`src/rtl/piso_pkg.sv`:
```
// Shared types and helpers for the parallel-in serial-out transmitter.
//   state_t : serializer FSM states
//   cnt_w() : bit-counter width for a given word width
package piso_pkg;

   typedef enum logic {
      IDLE  = 1'b0,
      SHIFT = 1'b1
   } state_t;

   localparam int unsigned MIN_WIDTH = 2;

   // Counter indexes bits 0..width-1 and never wraps.
   function automatic int unsigned cnt_w(input int unsigned width);
      return (width < MIN_WIDTH) ? 1 : $clog2(width);
   endfunction

endpackage

```
`src/rtl/piso_shreg.sv`:
```
// WIDTH-bit loadable shift register feeding the serial output.
//   clk, rst : clock, async active-low reset
//   load     : capture d (has priority over shift)
//   shift    : move one position toward the output end, fill with 0
//   dir      : 1 = output end is bit WIDTH-1 (shift left), 0 = bit 0 (shift right)
//   d        : parallel load value
//   sbit     : current output-end bit
module piso_shreg #(
   parameter int unsigned WIDTH = 4
) (
   input  logic             clk,
   input  logic             rst,
   input  logic             load,
   input  logic             shift,
   input  logic             dir,
   input  logic [WIDTH-1:0] d,
   output logic             sbit
);

   logic [WIDTH-1:0] q;

   // Load or shift; vacated positions take 0.
   always_ff @(posedge clk or negedge rst) begin
      if (!rst) begin
         q <= '0;
      end else if (load) begin
         q <= d;
      end else if (shift) begin
         q <= dir ? {q[WIDTH-2:0], 1'b0} : {1'b0, q[WIDTH-1:1]};
      end
   end

   assign sbit = dir ? q[WIDTH-1] : q[0];

endmodule

```
`src/rtl/piso_serializer.sv`:
```
// Parallel-in serial-out transmitter with a one-word holding register so
// consecutive frames are sent without an idle bit between them.
//   clk, rst    : clock, async active-low reset
//   din         : parallel word, taken when load_valid & load_ready
//   load_valid  : din valid
//   load_ready  : holding register empty
//   sout        : serial data bit (0 when no frame bit is present)
//   sout_valid  : sout carries a frame bit
//   frame_start : first bit of a frame
//   frame_done  : last bit of a frame
//   busy        : shifting or a word is held
module piso_serializer
   import piso_pkg::*;
#(
   parameter int unsigned WIDTH     = 4,
   parameter bit          MSB_FIRST = 1'b1
) (
   input  logic             clk,
   input  logic             rst,
   input  logic [WIDTH-1:0] din,
   input  logic             load_valid,
   output logic             load_ready,
   output logic             sout,
   output logic             sout_valid,
   output logic             frame_start,
   output logic             frame_done,
   output logic             busy
);

   localparam int unsigned    CNT_W = cnt_w(WIDTH);
   localparam logic [CNT_W-1:0] LAST  = CNT_W'(WIDTH - 1);

   state_t           state, state_n;
   logic [CNT_W-1:0] bitcnt, bitcnt_n;
   logic [WIDTH-1:0] hold;
   logic             hold_full;
   logic             accept;
   logic             take;
   logic             sh_load;
   logic             sh_shift;
   logic             sh_bit;

   // Accept needs an empty hold and transfer needs a full one, so they never coincide.
   assign accept = load_valid & ~hold_full;

   // Holding register.
   always_ff @(posedge clk or negedge rst) begin
      if (!rst) begin
         hold      <= '0;
         hold_full <= 1'b0;
      end else if (accept) begin
         hold      <= din;
         hold_full <= 1'b1;
      end else if (take) begin
         hold_full <= 1'b0;
      end
   end

   // FSM state and bit counter.
   always_ff @(posedge clk or negedge rst) begin
      if (!rst) begin
         state  <= IDLE;
         bitcnt <= '0;
      end else begin
         state  <= state_n;
         bitcnt <= bitcnt_n;
      end
   end

   // Next state, shifter control and frame strobes.
   always_comb begin
      state_n     = state;
      bitcnt_n    = bitcnt;
      take        = 1'b0;
      sh_load     = 1'b0;
      sh_shift    = 1'b0;
      sout_valid  = 1'b0;
      frame_start = 1'b0;
      frame_done  = 1'b0;
      case (state)
         IDLE: begin
            if (hold_full) begin
               take     = 1'b1;
               sh_load  = 1'b1;
               bitcnt_n = '0;
               state_n  = SHIFT;
            end
         end
         SHIFT: begin
            sout_valid  = 1'b1;
            frame_start = (bitcnt == '0);
            frame_done  = (bitcnt == LAST);
            if (bitcnt != LAST) begin
               sh_shift = 1'b1;
               bitcnt_n = bitcnt + CNT_W'(1);
            end else if (hold_full) begin
               // Chain straight into the next frame.
               take     = 1'b1;
               sh_load  = 1'b1;
               bitcnt_n = '0;
            end else begin
               state_n = IDLE;
            end
         end
         default: state_n = IDLE;
      endcase
   end

   piso_shreg #(
      .WIDTH (WIDTH)
   ) u_shreg (
      .clk   (clk),
      .rst   (rst),
      .load  (sh_load),
      .shift (sh_shift),
      .dir   (MSB_FIRST),
      .d     (hold),
      .sbit  (sh_bit)
   );

   // The shifter keeps its last bit after a frame ends; mask it outside frames.
   assign sout       = sout_valid & sh_bit;
   assign load_ready = ~hold_full;
   assign busy       = (state == SHIFT) | hold_full;

endmodule

```
`config.mk`:
```
export PLATFORM = sky130hd
export DESIGN_NAME = piso_serializer
export DESIGN_NICKNAME = d
export VERILOG_FILES = /design/src/rtl/piso_pkg.sv /design/src/rtl/piso_shreg.sv /design/src/rtl/piso_serializer.sv
export SDC_FILE = /design/constraint.sdc
export NUM_CORES = 1
export LEC_CHECK = 0
export BUFFER_PORTS_ARGS = -buffer_cell sky130_fd_sc_hd__clkbuf_2
export CELL_PAD_IN_SITES_DETAIL_PLACEMENT = 0
export CELL_PAD_IN_SITES_GLOBAL_PLACEMENT = 1
export CORE_AREA = 5 5 47 49
export CTS_CLUSTER_SIZE = 20
export DETAILED_ROUTE_END_ITERATION = 6
export DIE_AREA = 0 0 52 54
export PLACE_DENSITY_LB_ADDON = 0.1
export SLEW_MARGIN = 20
export SYNTH_ARGS = -nofsm -noshare
export SYNTH_HDL_FRONTEND = slang
export SYNTH_SLANG_ARGS = --single-unit
```
`constraint.sdc`:
```
create_clock -name clk -period 1.2 [get_ports clk]
set_clock_uncertainty 0.05 [all_clocks]
set_input_delay 0.24 -clock clk [delete_from_list [all_inputs] [get_ports clk]]
set_output_delay 0.24 -clock clk [all_outputs]
set_load 0.01 [all_outputs]
```
# Word level (Yosys, flattened, before mapping)
# Cells that the tools add are included.
# word_totals
ff_bits	12
out_inout_bits	6
input_bits	7
# classes
bitwise_logic	5
eq_ne	2
n_addsub	1
n_reduce_logical	3
n_mux	17
# op_table
cell	n
$mux 1	10
$mux 4	2
$mux 2	2
$pmux 1 s2	2
$pmux 2 s2	1
$reduce_bool 2->1	2
$add 2x1->2 const B	1
$and 1x1->1	2
$eq 2x2->1 const B	1
$logic_not 2->1	1
$ne 2x2->1 const B	1
$not 1->1	2
$or 1x1->1	1

# Logic depth before layout (Yosys ltp)
# Gate-level depths: netlist of run 1.
# depth
ltp_word	5
ltp_mapped	5

# Cells and area by module
# From an unflattened synthesis of run 1, not the netlist that was laid out.
# unflattened
cells_unflattened	56
area_unflattened_um2	648.1
# modules_own_cells
module	cells_per_inst	n_inst	area_each_um2
piso_serializer	33	1	414.1
piso_shreg	23	1	234.0

# Least setup slack after synthesis of run 1
# OpenSTA, ideal clock, no wires.
# synth_timing
kind	register to register
startpoint	reg bitcnt[0]
endpoint	reg u_shreg.q[1]
arrival_ns	1.142
stages_incl_launch_ff	6
n_path_buf	1
path_slack_ns	-0.069
setup_ns	0.076
path_cell_list	dfrtp_1 > ha_1 > nand2b_1 > buf_6 > and2_4 > o21ai_1
# synth_via
elab_chain_len	4
word_cells_on_any_way	7
cone_classes	1 x eq/ne; 5 x mux; 1 x reduce/logical
# synth_rtl
element	line_no	source
from (decl)	piso_serializer.sv:34	logic [CNT_W-1:0] bitcnt, bitcnt_n;
from (signal assigned)	piso_serializer.sv:66	bitcnt <= bitcnt_n;
$ne 2x2->1 *	piso_serializer.sv:93	if (bitcnt != LAST) begin
$mux 1	piso_serializer.sv:93	
$pmux 1 s2 or $mux 1 (tied branches)	piso_serializer.sv:80	case (state)
$mux 4 or $reduce_bool 2->1 (tied branches)	--	
to (signal assigned)	piso_shreg.sv:29	q <= dir ? {q[WIDTH-2:0], 1'b0} : {1'b0, q[WIDTH-1:1]};
to (decl)	piso_shreg.sv:20	logic [WIDTH-1:0] q;
# Every way passes the cells marked *; elsewhere a longest branch is shown, timed or not.
# A chain may end at the register's enable or synchronous reset.

# Worst setup path in the final report of run 1
# layout_timing
startpoint	reg bitcnt[1]
endpoint	out frame_start
# layout_via
elab_chain_len	2
# layout_rtl
element	line_no	source
$logic_not 2->1	piso_serializer.sv:91	frame_start = (bitcnt == '0);
$mux 1	piso_serializer.sv:80	
to (decl)	piso_serializer.sv:25	output logic frame_start,
# Every way passes these cells.

==> results of run 1 <==
-- cell families (layout without fill, tap and decap cells) --
logic type	Yosys count	after routing
multiplexers	7	7
AND/OR/NAND/NOR	18	18
flip-flops	12	12
adder cells (fa/ha/maj)	3	3
buffers and inverters	7	33
AO/OA/AOI/OAI	6	6
-- metrics by stage --
step | TNS (ns) | hold WS, ns | setup WS, ns
after floorplan | -0.0368 | -0.106 | -0.0117
after global placement | -0.291 | 0.0951 | -0.107
after detailed placement | -0.309 | 0.0912 | -0.123
after CTS | -1.05 | 0.127 | -0.233
after global routing | -2.52 | 0.140 | -0.277
final | -1.74 | 0.131 | -0.221
-- critical path, stage by stage, from the launching register on --
cell     delay (ns)
dfrtp_1        0.40
inv_1          0.06
ha_2           0.17
and2_4         0.13
buf_6          0.11
-- flip-flops by register name, summed over array words and instances (netlist names) --
register	count
bitcnt	2
state	1
hold_full	1
hold	4
u_shreg.q	4
-- metal layers --
| metal | up-vias | part of all wire (%) | wire, um |
|---|---|---|---|
| met5 | - | 0 | 0 |
| met4 | 0 | 0 | 0 |
| met3 | 0 | 4.6 | 50 |
| met2 | 10 | 50 | 538 |
| met1 | 210 | 45 | 490 |
| li1 | 231 | - | - |
-- cells in the mapped netlist --
| cell | n |
|---|---|
| o21ai_1 | 5 |
| nor2b_4 | 1 |
| inv_1 | 4 |
| and2_1 | 3 |
| mux2_2 | 2 |
| buf_6 | 1 |
| nor2_1 | 2 |
| or2_2 | 1 |
| o21ai_2 | 1 |
| nand3_1 | 6 |
| ha_1 | 3 |
| nand2b_1 | 2 |
| nand2_1 | 2 |
| dfrtp_1 | 12 |
| mux2i_1 | 3 |
| and2_4 | 1 |
| mux2_1 | 2 |
| buf_2 | 2 |
-- layout make-up --
cell class              count  area, um^2
fillers                   182         923
inverters                   4        15.0
flip-flops and latches     12         300
repair buffers             25         206
well taps                  27        33.8
multi-input cells          34         307
clock buffers               4        36.3
-- power groups by stage --
| stage | sequential [mW] | combinational, mW | clock (mW) |
|---|---|---|---|
| 4_1_cts | 0.710 | 0.956 | 0.325 |
| 6_report | 0.720 | 1.26 | 0.315 |
| 3_5_place_dp | 0.728 | 0.807 | 0 |
| 2_1_floorplan | 0.691 | 0.676 | 0 |
| 3_3_place_gp | 0.726 | 0.820 | 0 |
| 5_1_grt | 0.740 | 1.38 | 0.345 |
-- final timing paths --
path | endpoint | depth (start not counted) | from | slack [ns]
min in group asynchronous | hold[1]$_DFFE_PN0P_ | 2 | rst | 0.33
hold / removal | hold[2]$_DFFE_PN0P_ | 2 | din[2] | 0.13
max in group asynchronous | bitcnt[0]$_DFF_PN0_ | 2 | rst | 0.54
setup / recovery | frame_start | 4 | bitcnt[1]$_DFF_PN0_ | -0.22
setup reg to reg | u_shreg.q[3]$_DFFE_PN0P_ | 5 | bitcnt[0]$_DFF_PN0_ | -0.12
hold reg to reg | hold[2]$_DFFE_PN0P_ | 1 | hold[2]$_DFFE_PN0P_ | 0.47
-- what timing repair did --
action / CTS / global route
resized for setup: 8 / 20
hold endpoints to repair: 12 / 0
pin swaps: 6 / 2
buffers inserted: 4 / 5
hold buffers: 1 / 0
endpoints found under the setup margin: 12 / 16
==> results list, run 1 <==
- Boundary pin count: 13
- Die area: about 2800 um^2
- By area, the combinational part of the netlist is dominated by simple AND/OR/NAND/NOR gates.
- Post-synth net total: 63
- Overflow left after global routing: 0
- TritonCTS built the clock tree.
- Areal power density over the cells: 2560 nW/um^2
- Aggregate global-route resource usage: 9.15%
- Effective utilization at floorplan: 32.3%
* Proportion of power drawn by flip-flops and latches: 31.3%
* Busiest layer in global routing: met2
* Clock net sink count: 12
- The design draws ~2.3 mW.
- Of all cell types, the one taking the most synthesized area is dfrtp_1.
- Buffers added on ports: 12
- Final Setup Violations: 14
* 1st-pass router iterations: 2
- Global placement routability congestion: 0.673
- Worst skew pair latency: 0.27 ns
* Number of DRC markers after the initial detailed-route iteration: 4
- In the layout the commonest cells are dfrtp_1 (12), buf_6 (9), buf_4 (8).
* Non-Filler Instances: 106
* Switching pwr: 0.769 mW
- Routing usage on met3: 1.66%
* Worst ir drop on vdd: 1.20 mV
- Wire length of the first global-routing pass: 1840 um
- Share of cells above drive strength 1: 59.5%
- Via count: 451
- After technology mapping, the gate count stands at 53.
- Proportion of netlist area held by the largest area contributor: 51.1%
- The tightest min-delay check is of the in -> reg type.
* Clock period minus worst slack: 1.42 ns
- Multiplexer area fraction after synthesis: ~13%
* Buffers from clock root to sink, at most: 2
- Summing the areas of all and, or, nand and nor instances in the mapped netlist gives between 10% and 20% of the synthesized area.
* Switching power as a share of total power: 33.5%
- Req. time, crit path: 0.91 ns
- Pint: 1.53 mW
- The number of antenna violations at the first check in global routing came to 0.
- ANT nets after route: 0
- Distinct cell type count of the synthesized netlist: 18
- For this run, design rule violations remaining after detail routing come to 0.
- Number of placement rows: 16
- Global routing used between 10% and 20% of the available met1 tracks.
- Share of the yosys chip area belonging to registers: 51.1%
* Synthesis-to-layout area growth: 52.8%
* Share of the synthesized area in compound gates (AO/OA/AOI/OAI): ~5.7%
- Summing all placed instances gives a cell area of 696 um^2.
* DP Cell Count: 92
* Met2 Track Usage GR: 15.7%
* Horiz. Die Dim: between 50 and 60 um
- The count of final hold-check violations is 0.
- Synth top area cells: dfrtp_1 (51%), ha_1 (6.4%), mux2i_1 (5.1%)
- Net total in the final layout: 90
- DPL Wire Length: 800 um
- Clock tree synthesis selected as its root buffer the cell clkbuf_4.
- Setup repair after global routing could not meet its margin everywhere.
- Outcome: finished, violations left
- For this run, the top clock speed supported by timing is 704 MHz.
- Of the total synthesized cell area, the portion taken by full adders, half adders and majority gates is 6.38%.
- Number of global-route vias before repair: around 440
- The worst setup path is of the reg -> out kind.
* Syn Area/Cell: 11.1 um^2
- The final number of max-transition violations came to 0.
- Summing all non-filler instances in the final layout gives an area of 898 um^2.
- Clk network pwr share: roughly 14%
- Combinational fraction of design power: roughly 55%
- Using the TritonRoute via totals, the vias-per-cell ratio works out to 4.25.
- Post-synthesis sequential element count: 12
- STA classifies the critical path startpoint as a flip-flop.
* Normalized max-slew margin: 80.6%
- Slew at the pin with the worst max-slew slack: 0.290 ns
- STA classifies the critical path endpoint as an output pin.
- 0 antenna diodes ended up in the layout.
- Once layout is complete, the utilization of the core stands at 49.3%.
- Final setup margin: -0.221 ns
- Data arrival time of the critical path: between 1 and 1.5 ns
- Fin crit share: 118%
- For this run, the number of Yosys warnings is 0.
* CTS H-Tree Depth: 1
* Clock-pin slew reported for the worst setup and hold paths after clock tree synthesis: 0.08 ns
* Maximum number of pins on one net before global-route repair: 13
* Floorplan Core Area: about 1800 um^2
* Leakage: between 0.4 and 0.5 nW
* Die H: 54 um
- Post-Synthesis Cell Area: 588 um^2
* Count of max-cap constraint violations: 0
- Total length of routed wires: 1080 um
- Largest fanout on the critical path: 4
* Violated checks: negative setup slack
- After detailed routing, the average wire length per cell comes to approximately 10 um.
- Num CTS Buffers: 3
- Leaving out fill and tap cells, the most frequent cell in the layout is dfrtp_1.
- Post-synthesis xor/xnor area fraction: 0%
Power figures use the tool's default switching activity.
==> run 2: changes to the inputs <==
--- a/config.mk
+++ b/config.mk
@@ -19 +19,2 @@
 export SYNTH_SLANG_ARGS = --single-unit
+export TNS_END_PERCENT = 20
==> constraint.sdc (replaced) <==
create_clock -name clk -period 1.2 [get_ports clk]
set_clock_uncertainty 0.05 [all_clocks]
set_input_delay 0.12 -clock clk [delete_from_list [all_inputs] [get_ports clk]]
set_output_delay 0.12 -clock clk [all_outputs]
set_load 0.01 [all_outputs]
==> run 2 against run 1 <==
Against the previous run: via count down 2.9%; core utilization is 0.41 points lower; the flow still finishes with violations (negative setup slack); global-route usage down 0.25 points; wire length rose by 1.3%; critical endpoint unchanged; final cell count shrank 2.8%; critical path depth grew 1; sequential power about the same; register-to-register slack gained 0.07 ns; largest cell class unchanged; sequential share of layout area is 0.56 points higher.
==> results list, run 2 (same netlist as run 1, synthesis figures left out) <==
* Outcome: finished, violations left
* Violated checks: negative setup slack
* Leakage: 0.409 nW (-4.6%)
- In this run the critical register-to-register path is captured at u_shreg.q[1]$_DFFE_PN0P_.
* Combinational fraction of design power: 55.0% (about the same)
- Critical path cell sequence: buf_6 -> inv_4 -> ha_4 -> and2_4 -> buf_6
- Fin crit share: 113% (-5.1 points)
- Hold Slack: 0.0128 ns (-0.119 ns)
- Leaving out fill and tap cells, the most frequent cell in the layout is dfrtp_1.
- DP Cell Count: 92 (unchanged)
* Die H: 54 um (unchanged)
* Overflow left after global routing: 0 (unchanged)
* 1st-pass router iterations: 4 (+2)
- The fraction of the core area covered by cells at the end of the flow was 48.9% (-0.41 points).
- Clock-pin slew reported for the worst setup and hold paths after clock tree synthesis: 0.07 ns (about the same)
- The minimum clock period came to 1.36 ns (-0.0608 ns).
- The count of placed standard cells in the final layout, fillers left out was 103 (-2.8%).
* Peak per-stage delay on the critical path: 0.39 ns (about the same)
- The number of buffers on the longest clock path is 2 (unchanged).
* Clk network pwr share: 13.6% (about the same)
- The die extent in x was 52 um (unchanged).
* Antenna violations before repair: 0 (unchanged)
- Largest fanout on the critical path: 2 (-2)
- CTS root buffer: clkbuf_4
- Critical hold path startpoint: din[2]
- Slowest library cell on the worst path: dfrtp_1
- Worst R2R Setup Slack: -0.05 ns (+0.07 ns)
* Number of placement rows: 16 (unchanged)
* Setup_tns: -0.607 ns (+1.14 ns)
- TritonCTS built the clock tree.
- Most frequent cells in the layout: dfrtp_1 (10), buf_6 (9), clkbuf_2 (8)
- Share of cells above drive strength 1: 59.2% (-0.28 points)
- Global placement routability congestion: 0.672 (-0.19%)
- The number of I/O pins was 13 (unchanged).
* Worst Hold End: hold[2]$_DFFE_PN0P_
- The worst register-to-register path begins at bitcnt[0]$_DFF_PN0_.
- CTS H-Tree Depth: 1 (unchanged)
- Most frequent cell on the critical path: buf_6
- Slew at the pin with the worst max-slew slack: 0.284 ns (-0.00667 ns)
* Type of the tightest min-delay check: in -> reg
- The number of endpoints failing setup at the final stage is 11 (-3).
- The wire length of the first global-routing pass came to 1800 um (-2.3%).
- The number of buffer and inverter stages on the critical path came to 3 (+1).
* Switching pwr: 0.785 mW (+2.0%)
- Switching power as a share of total power: 34.1% (+0.61 points)
- The footprint of the flip-flops and latches was 303 um^2 (+0.83%).
- The count of nets after finishing was 87 (-3.3%).
- Multi-input gate area in the final layout: 314 um^2 (+2.4%)
- The effective utilization at floorplan was 32.3% (unchanged).
- Num CTS Buffers: 3 (unchanged)
- The part of the total power dissipated in sequential elements was 31.4% (about the same).
- Average detailed-routed wire length per instance: 10.6 um (+4.2%)
* Pins over their slew limit: 0 (unchanged)
* Normalized max-slew margin: 81.1% (+0.44 points)
- The via count came to 438 (-2.9%).
- CP top delay family: flip-flops
* Die area: 2810 um^2 (unchanged)
* Routed via count divided by cell count: 4.25 (about the same)
* Launching element type of the critical path: flip-flop
- Relative to the synthesized area, the layout overhead comes to 51.5%.
* Pint: 1.52 mW (-0.72%)
- DPL Wire Length: 827 um (+3.3%)
- Aggregate global-route resource usage: 8.90% (-0.25 points)
* Overall Power: 2.30 mW (+0.20%)
- The worst path setup slack after routing was -0.160 ns (+0.0608 ns).
* Achievable frequency: 735 MHz (+4.5%)
- Crit. End Element: output pin
- The number of DRC violations after detailed-routing iteration 0 is 2 (-2).
- The remaining antenna violation count after routing came to 0 (unchanged).
- The largest registers in the layout are hold (4), u_shreg.q (4), bitcnt (2).
* Setup slack at placement: -0.0972 ns (+0.0254 ns)
* Areal power density over the cells: 2580 nW/um^2 (+1.0%)
- Buffers added on ports: 12 (unchanged)
- Setup repair after global routing could not meet its margin everywhere.
- Floorplan Core Area: 1820 um^2 (unchanged)
- The depth of the worst register-to-register path is 5 (unchanged).
* Area of all placed cells without fillers: 891 um^2 (-0.84%)
- The critical path in this run is classified as reg -> out.
- The routed wire length came to 1090 um (+1.3%).
* Final number of hold-violating endpoints: 0 (unchanged)
* Number of inserted diodes: 0 (unchanged)
- Data arrival time of the critical path: 1.19 ns (+0.06 ns)
- The worst endpoint required time is 1.03 ns (+0.12 ns).
* Clock net sink count: 12 (unchanged)
- The number of maximum-capacitance violations is 0 (unchanged).
- Number of global-route vias before repair: 448 (+1.6%)
* # fillers: 176 (-3.3%)
- The cell count of the worst hold path came to 2 (unchanged).
* Worst skew pair latency: 0.27 ns (about the same)
- The peak supply drop came to 1.39 mV (+16%).
- Post-DP Area: 696 um^2 (unchanged)
* Remaining DRCs: 0 (unchanged)
- Maximum number of pins on one net before global-route repair: 13 (unchanged)
==> run 2: changes by cell type in the layout (fill, tap and decap cells not counted), sizes merged <==
cell    previous run  this run
buf               17        13
clkbuf            11        12
==> run 2: final cells by class <==
type | count | area share (%)
clock buffers | 4 | 4.07
inverters | 4 | 2.53
multi-input cells | 34 | 35.3
flip-flops and latches | 12 | 34.0
well taps | 27 | 3.79
repair buffers | 22 | 20.4
==> run 2: power by group through the flow <==
stage	Sequential [mW]	Clock (mW)	Combinational, mW
3_3_place_gp	0.714	0	0.831
4_1_cts	0.717	0.326	1.04
6_report	0.722	0.314	1.27
3_5_place_dp	0.716	0	0.829
2_1_floorplan	0.691	0	0.676
5_1_grt	0.739	0.338	1.39
==> run 2: worst max-delay path by stage <==
stage | start | end | slack (ns) | cells past startpoint
2_1_floorplan | bitcnt[0]$_DFF_PN0_ | u_shreg.q[1]$_DFFE_PN0P_ | -0.01 | 5
3_3_place_gp | bitcnt[1]$_DFF_PN0_ | u_shreg.q[3]$_DFFE_PN0P_ | -0.10 | 4
3_5_place_dp | bitcnt[1]$_DFF_PN0_ | u_shreg.q[3]$_DFFE_PN0P_ | -0.1 | 4
4_1_cts | bitcnt[0]$_DFF_PN0_ | frame_start | -0.17 | 5
5_1_grt | bitcnt[0]$_DFF_PN0_ | frame_start | -0.20 | 5
6_report | bitcnt[0]$_DFF_PN0_ | frame_start | -0.16 | 5
==> run 2: timing repair <==
action                                  CTS  global route
hold endpoints to repair                 12             0
buffers inserted                          3             3
gates resized for setup                  15            17
endpoints found under the setup margin   11            16
hold buffers                              1             0
pin swaps                                 5             4
==> run 2: metal layers <==
layer | global-route usage, % | share of wire, %
met5 | 0 | 0
met4 | 5.24 | 0
met3 | 1.94 | 5.6
met2 | 16.1 | 50
met1 | 9.48 | 45
